File: src/rtl/conv_stream_src.sv
`default_nettype none
// ============================================================================
// Module   : conv_stream_src
// Purpose  : Frame-timing stream source for the 3-row convolution line
//            buffer. Forwards upstream pixels one per beat as a raster of
//            V_ACTIVE x H_ACTIVE, pulses rd_hs after each line, then idles
//            for H_BLANK cycles. Line-buffer reads are enabled once
//            PRIME_LINES lines have been written.
// Options  : CONV_SRC_PATTERN_EN - ignore upstream and emit a per-line ramp
//            (1..H_ACTIVE) on every line, never stalling.
// Revision : 1.0 - initial release
// ============================================================================
module conv_stream_src #(
  parameter int DATA_W      = 16,
  parameter int H_ACTIVE    = 418,
  parameter int V_ACTIVE    = 240,
  parameter int H_BLANK     = 4,
  parameter int PRIME_LINES = 2
) (
  input  logic              pclk,
  input  logic              rst,
  input  logic              start,
  input  logic              in_valid,
  input  logic [DATA_W-1:0] in_data,
  output logic              in_ready,
  output logic              wr_en,
  output logic [DATA_W-1:0] wr_data,
  output logic              rd_en,
  output logic              rd_hs,
  output logic [15:0]       pix_x,
  output logic [15:0]       pix_y,
  output logic              busy,
  output logic              frame_done
);

  typedef enum logic [2:0] {
    S_IDLE   = 3'd0,
    S_ACTIVE = 3'd1,
    S_HS     = 3'd2,
    S_HBLANK = 3'd3,
    S_DONE   = 3'd4
  } state_t;

  localparam logic [15:0] X_LAST     = 16'(H_ACTIVE - 1);
  localparam logic [15:0] Y_END      = 16'(V_ACTIVE);
  localparam logic [15:0] PRIME      = 16'(PRIME_LINES);
  localparam logic [15:0] BLANK_LAST = 16'(H_BLANK - 1);

  state_t             state_q, state_d;
  logic [15:0]        x_q, x_d;
  logic [15:0]        y_q, y_d;
  logic [15:0]        blank_q, blank_d;
  logic               wr_en_q, wr_en_d;
  logic [DATA_W-1:0]  wr_data_q, wr_data_d;
  logic               rd_en_q, rd_en_d;
  logic               rd_hs_q, rd_hs_d;
  logic [15:0]        pix_x_q, pix_x_d;
  logic [15:0]        pix_y_q, pix_y_d;
  logic               busy_q, busy_d;
  logic               frame_done_q, frame_done_d;

  logic               beat_valid;
  logic [DATA_W-1:0]  beat_data;
  logic               accept;

  // Beat source: upstream handshake, or the internal ramp for bring-up
`ifdef CONV_SRC_PATTERN_EN
  logic unused_in;
  assign unused_in  = ^{in_valid, in_data};
  assign beat_valid = 1'b1;
  assign beat_data  = DATA_W'(x_q + 16'd1);
`else
  assign beat_valid = in_valid;
  assign beat_data  = in_data;
`endif

  // Ready depends on state only so upstream sees no valid->ready path
  assign in_ready = (state_q == S_ACTIVE);
  assign accept   = in_ready & beat_valid;

  // Next-state and next-output computation for the line/frame sequencer
  always_comb begin
    state_d      = state_q;
    x_d          = x_q;
    y_d          = y_q;
    blank_d      = blank_q;
    wr_en_d      = 1'b0;
    rd_en_d      = 1'b0;
    rd_hs_d      = 1'b0;
    frame_done_d = 1'b0;
    busy_d       = busy_q;
    wr_data_d    = wr_data_q;
    pix_x_d      = pix_x_q;
    pix_y_d      = pix_y_q;
    case (state_q)
      S_IDLE: begin
        if (start) begin
          state_d = S_ACTIVE;
          x_d     = 16'd0;
          y_d     = 16'd0;
          busy_d  = 1'b1;
        end
      end
      S_ACTIVE: begin
        if (accept) begin
          wr_en_d   = 1'b1;
          wr_data_d = beat_data;
          pix_x_d   = x_q;
          pix_y_d   = y_q;
          rd_en_d   = (y_q >= PRIME);
          if (x_q == X_LAST) begin
            x_d     = 16'd0;
            state_d = S_HS;
          end else begin
            x_d = x_q + 16'd1;
          end
        end
      end
      S_HS: begin
        rd_hs_d = 1'b1;
        y_d     = y_q + 16'd1;
        blank_d = 16'd0;
        state_d = S_HBLANK;
      end
      S_HBLANK: begin
        // y already counts completed lines here, so y == V_ACTIVE ends the frame
        if (blank_q == BLANK_LAST) begin
          blank_d = 16'd0;
          state_d = (y_q == Y_END) ? S_DONE : S_ACTIVE;
        end else begin
          blank_d = blank_q + 16'd1;
        end
      end
      S_DONE: begin
        frame_done_d = 1'b1;
        busy_d       = 1'b0;
        state_d      = S_IDLE;
      end
      default: begin
        state_d = S_IDLE;
        busy_d  = 1'b0;
      end
    endcase
  end

  // State and registered outputs; reset abandons any frame in flight
  always_ff @(posedge pclk or negedge rst) begin
    if (!rst) begin
      state_q      <= S_IDLE;
      x_q          <= '0;
      y_q          <= '0;
      blank_q      <= '0;
      wr_en_q      <= 1'b0;
      wr_data_q    <= '0;
      rd_en_q      <= 1'b0;
      rd_hs_q      <= 1'b0;
      pix_x_q      <= '0;
      pix_y_q      <= '0;
      busy_q       <= 1'b0;
      frame_done_q <= 1'b0;
    end else begin
      state_q      <= state_d;
      x_q          <= x_d;
      y_q          <= y_d;
      blank_q      <= blank_d;
      wr_en_q      <= wr_en_d;
      wr_data_q    <= wr_data_d;
      rd_en_q      <= rd_en_d;
      rd_hs_q      <= rd_hs_d;
      pix_x_q      <= pix_x_d;
      pix_y_q      <= pix_y_d;
      busy_q       <= busy_d;
      frame_done_q <= frame_done_d;
    end
  end

  assign wr_en      = wr_en_q;
  assign wr_data    = wr_data_q;
  assign rd_en      = rd_en_q;
  assign rd_hs      = rd_hs_q;
  assign pix_x      = pix_x_q;
  assign pix_y      = pix_y_q;
  assign busy       = busy_q;
  assign frame_done = frame_done_q;

endmodule
`default_nettype wire
File: config.mk
export PLATFORM = sky130hd
export DESIGN_NAME = conv_stream_src
export DESIGN_NICKNAME = d
export VERILOG_FILES = /design/src/rtl/conv_stream_src.sv
export SDC_FILE = /design/constraint.sdc
export NUM_CORES = 1
export LEC_CHECK = 0
export ABC_AREA = 1
export CAP_MARGIN = 10
export CORE_MARGIN = 5
export CORE_UTILIZATION = 45
export CTS_CLUSTER_DIAMETER = 120
export CTS_CLUSTER_SIZE = 30
export DETAILED_ROUTE_END_ITERATION = 16
export HOLD_SLACK_MARGIN = 0.02
export MAX_ROUTING_LAYER = met4
export PLACE_DENSITY_LB_ADDON = 0.1
export SETUP_SLACK_MARGIN = 0.3
export SLEW_MARGIN = 5
export SYNTH_ARGS = -nofsm -noshare
export SYNTH_HDL_FRONTEND = slang
export SYNTH_SLANG_ARGS = --single-unit
File: constraint.sdc
create_clock -name pclk -period 1.52 [get_ports pclk]
set_input_delay 0.304 -clock pclk [delete_from_list [all_inputs] [get_ports pclk]]
set_output_delay 0.304 -clock pclk [all_outputs]
set_load 0.02 [all_outputs]
==> flow_summary.json <==
{
  "status": "finished with violations",
  "violations": "negative setup slack",
  "grt_max_degree": 28,
  "first_pass_iters": 5,
  "cpPeakStageDelay_ns": 0.43,
  "slew_violations": 0,
  "worstMarginPinSlew_ns": 0.360,
  "cp_top_family": "buffers and inverters",
  "synthCells": 659,
  "via_per_inst": 5.17,
  "hold_viol": 0,
  "synth_cell_types": 35,
  "antennaDiodeCount": 0,
  "cp.required_ns": 1.75,
  "fill_cells": 815,
  "rsz0062_at_grt": "true",
  "cts_made_buffers": 9,
  "dp_hpwl_mm": 9.56,
  "io_buffers": 73,
  "syn_nets": 685,
  "clk_path_buf_depth": 2,
  "maxCapViolCount": 0,
  "setup_viol": 1,
  "dpl.cell_count": 900,
  "leakage_nw": 3.76,
  "crit_end": "y_q[2]",
  "critical_path_depth": 7,
  "synthesis.area_um2": 5100,
  "crit_start": "state_q[0]",
  "route.detailed.drc": 0,
  "die_area_um2": 13600,
  "fin_skew_ns": 0.00675,
  "ys_seq_area_share_pct": 51.0,
  "setup-tns-final_ns": -0.00849,
  "final_util_pct": 71.1,
  "area_growth_pct": 53.0,
  "gp_congestion": 0.940,
  "vias": 5019,
  "fp.dieW_um": 117,
  "avgSynthCellArea_um2": 7.75,
  "ir_drop_mv": 0.651,
  "yosys.area_share.simple_pct": 32.4,
  "power_frac_clock_pct": 35.8,
  "cell_internal_pwr_w": 0.00493,
  "clock_sinks": 104,
  "grt_usage_pct": 21.3,
  "cp_common_cell": "buf_6",
  "clkSlewWorstSetupHoldPaths_ns": 0.07,
  "cp_num_buf_inv": 3,
  "num_rows": 38,
  "synth_fa_ha_area_share_pct": 1.47,
  "layout_min_cycle_time_ns": 1.53,
  "finalNetCount": 852,
  "die_h_um": 117,
  "start_kind": "flop",
  "overflow": 0,
  "cp_slowest_cell": "dfrtp_2",
  "cts-root-buf": "clkbuf_16",
  "reg2reg_from": "state_q[0]",
  "path_cells": "buf_6 > nor2_4 > nand3_4 > buf_6 > buf_6 > a21oi_2 > a21oi_1",
  "pwr-share-comb_pct": 18.3,
  "r2r_cells": 7,
  "htreeDepth": 3,
  "cp_max_fo": 4,
  "worstReg2RegEnd": "y_q[2]",
  "clk_latency_ns": 0.35,
  "drive_gt1_share_pct": 35.5,
  "p_sw_w": 0.00203,
  "synth_top_family_by_area": "simple AND/OR/NAND/NOR gates",
  "synth_compound_gate_area_share_pct": 7.94,
  "postPlaceCellArea_um2": 6360,
  "synth_xor_area_share_pct": 1.20,
  "fmax_mhz": 654,
  "switching_share_pct": 29.2,
  "coreArea_um2": 11000,
  "wl_mm": 15.0,
  "cts_tree": "built",
  "critical_path_class": "reg -> reg",
  "wl_per_cell_um": 15.5,
  "seq_power_share_pct": 45.9,
  "antenna_found_initial": 0,
  "stdcell_count": 971,
  "worstPathArrival_ns": 1.76,
  "drt_iter0_drc": 249,
  "grt_pass1_vias": 4727,
  "pin_count": 74,
  "r2r_slack_ns": -0.008,
  "yosys_warnings": 0,
  "cp-end-kind": "flop",
  "setup_ws_ns": -0.00849,
  "synth_seq_cells": 104,
  "final_area_um2": 7810,
  "drtAntennaViolNets": 0,
  "hold_class": "in -> async",
  "synthMuxAreaShare_pct": 0,
  "power_density_nw_per_um2": 891,
  "grt_pass1_wl_mm": 22.4,
  "start_util_pct": 46.5,
  "slew_headroom_pct": 75.8,
  "period_share_pct": 101
}
area by class of cell:
| cell class | instances | area, um2 | area share [%] |
|---|---|---|---|
| clock buffer | 9 | 225 | 2.88 |
| clock inverter | 7 | 92.6 | 1.19 |
| sequential | 104 | 2610 | 33.5 |
| timing repair buffer | 169 | 1710 | 21.9 |
| inverter | 61 | 279 | 3.57 |
| multi-input combinational | 481 | 2710 | 34.7 |
| tap | 140 | 175 | 2.24 |
cells in the mapped netlist, drive strengths merged:
master	instances	area, um2
nor3	10	61.3
inv	61	229
a21oi	7	35.0
nand2	244	936
xor2	6	52.6
nor2	80	315
o21bai	5	37.5
o211ai	1	7.51
or2	1	6.26
o32ai	1	8.76
o21ai	51	259
o22ai	7	43.8
nand3b	1	7.51
clkbuf	5	18.8
xnor2	1	8.76
a22oi	1	7.51
nand4	14	103
a31oi	1	6.26
ha	6	75.1
and2	1	6.26
dfrtp	104	2600
buf	9	57.6
nand3	42	220
sequential cells by signal, summed over array words and instances (netlist names):
register	cells
pix_y	16
x_q	16
wr_data	16
pix_x	16
rd_en	1
state_q	3
rd_hs	1
wr_en	1
y_q	16
blank_q	16
frame_done	1
busy	1
per-stage QoR:
stage	setup WS [ns]	power (W)	hold WS [ns]
global placement	-0.153	0.00424	0.208
floorplan	0.196	0.00368	0.00841
detailed placement	-0.193	0.00425	0.205
global route	-0.0837	0.00725	0.406
CTS	0.0697	0.00670	0.373
finish	-0.00849	0.00696	0.369
cell families after synthesis:
family / Yosys count
AOI/OAI and AO/OA: 74
xor gates and xnor gates: 7
adders and majority gates: 6
buffers and inverters: 75
DFF: 104
and+or+nand+nor: 393
cell usage in the layout (no fill, tap or decap), types with 8 or more instances in the layout:
cell type,synthesis,layout
buf_2,4,13
buf_6,2,58
dfrtp_2,0,8
nor2_1,78,58
clkbuf_16,0,11
inv_2,8,8
clkdlybuf4s50_1,0,18
o21ai_2,1,16
nand4_1,13,13
buf_4,1,62
o21ai_1,5,22
nand2_2,2,23
dfrtp_1,104,96
nand3_1,40,24
o21ai_0,45,13
buf_12,0,9
inv_1,53,45
nand2_1,240,215
nand3_2,2,15
nor2_4,2,11
nor2_2,0,11
per-layer routing:
metal	GRT usage, %	vias up	share of wire (%)
li1	-	2454	-
met1	28.1	2409	42
met2	33.8	139	50
met3	4.30	17	5.8
met4	5.88	0	1.3
met5	-	-	0
worst min-delay path by stage:
stage	from	end	slack [ns]	cells past startpoint
final	rst	blank_q[13]	0.37	2
after global routing	rst	blank_q[13]	0.41	2
after CTS	rst	blank_q[12]	0.37	2
after detailed placement	rst	blank_q[11]	0.20	1
after global placement	rst	blank_q[12]	0.21	1
after floorplan	rst	blank_q[0]	0.008	0
repair_timing:
item,in CTS,in global routing
cloned,4,2
buffers inserted,19,29
pin swaps,22,43
setup endpoints to repair,156,145
gates resized for setup,300,199
hold endpoints to repair,13,0
hold buffers,1,0
power groups by stage:
stage | registers [W] | logic (W) | clock network [W]
after floorplan | 0.00333 | 0.000344 | 0
after global placement | 0.00321 | 0.00102 | 0
after detailed placement | 0.00321 | 0.00104 | 0
after CTS | 0.00315 | 0.00101 | 0.00254
after global routing | 0.00322 | 0.00138 | 0.00265
final | 0.00319 | 0.00127 | 0.00249
Note: power is estimated with default switching activity, not from simulation.
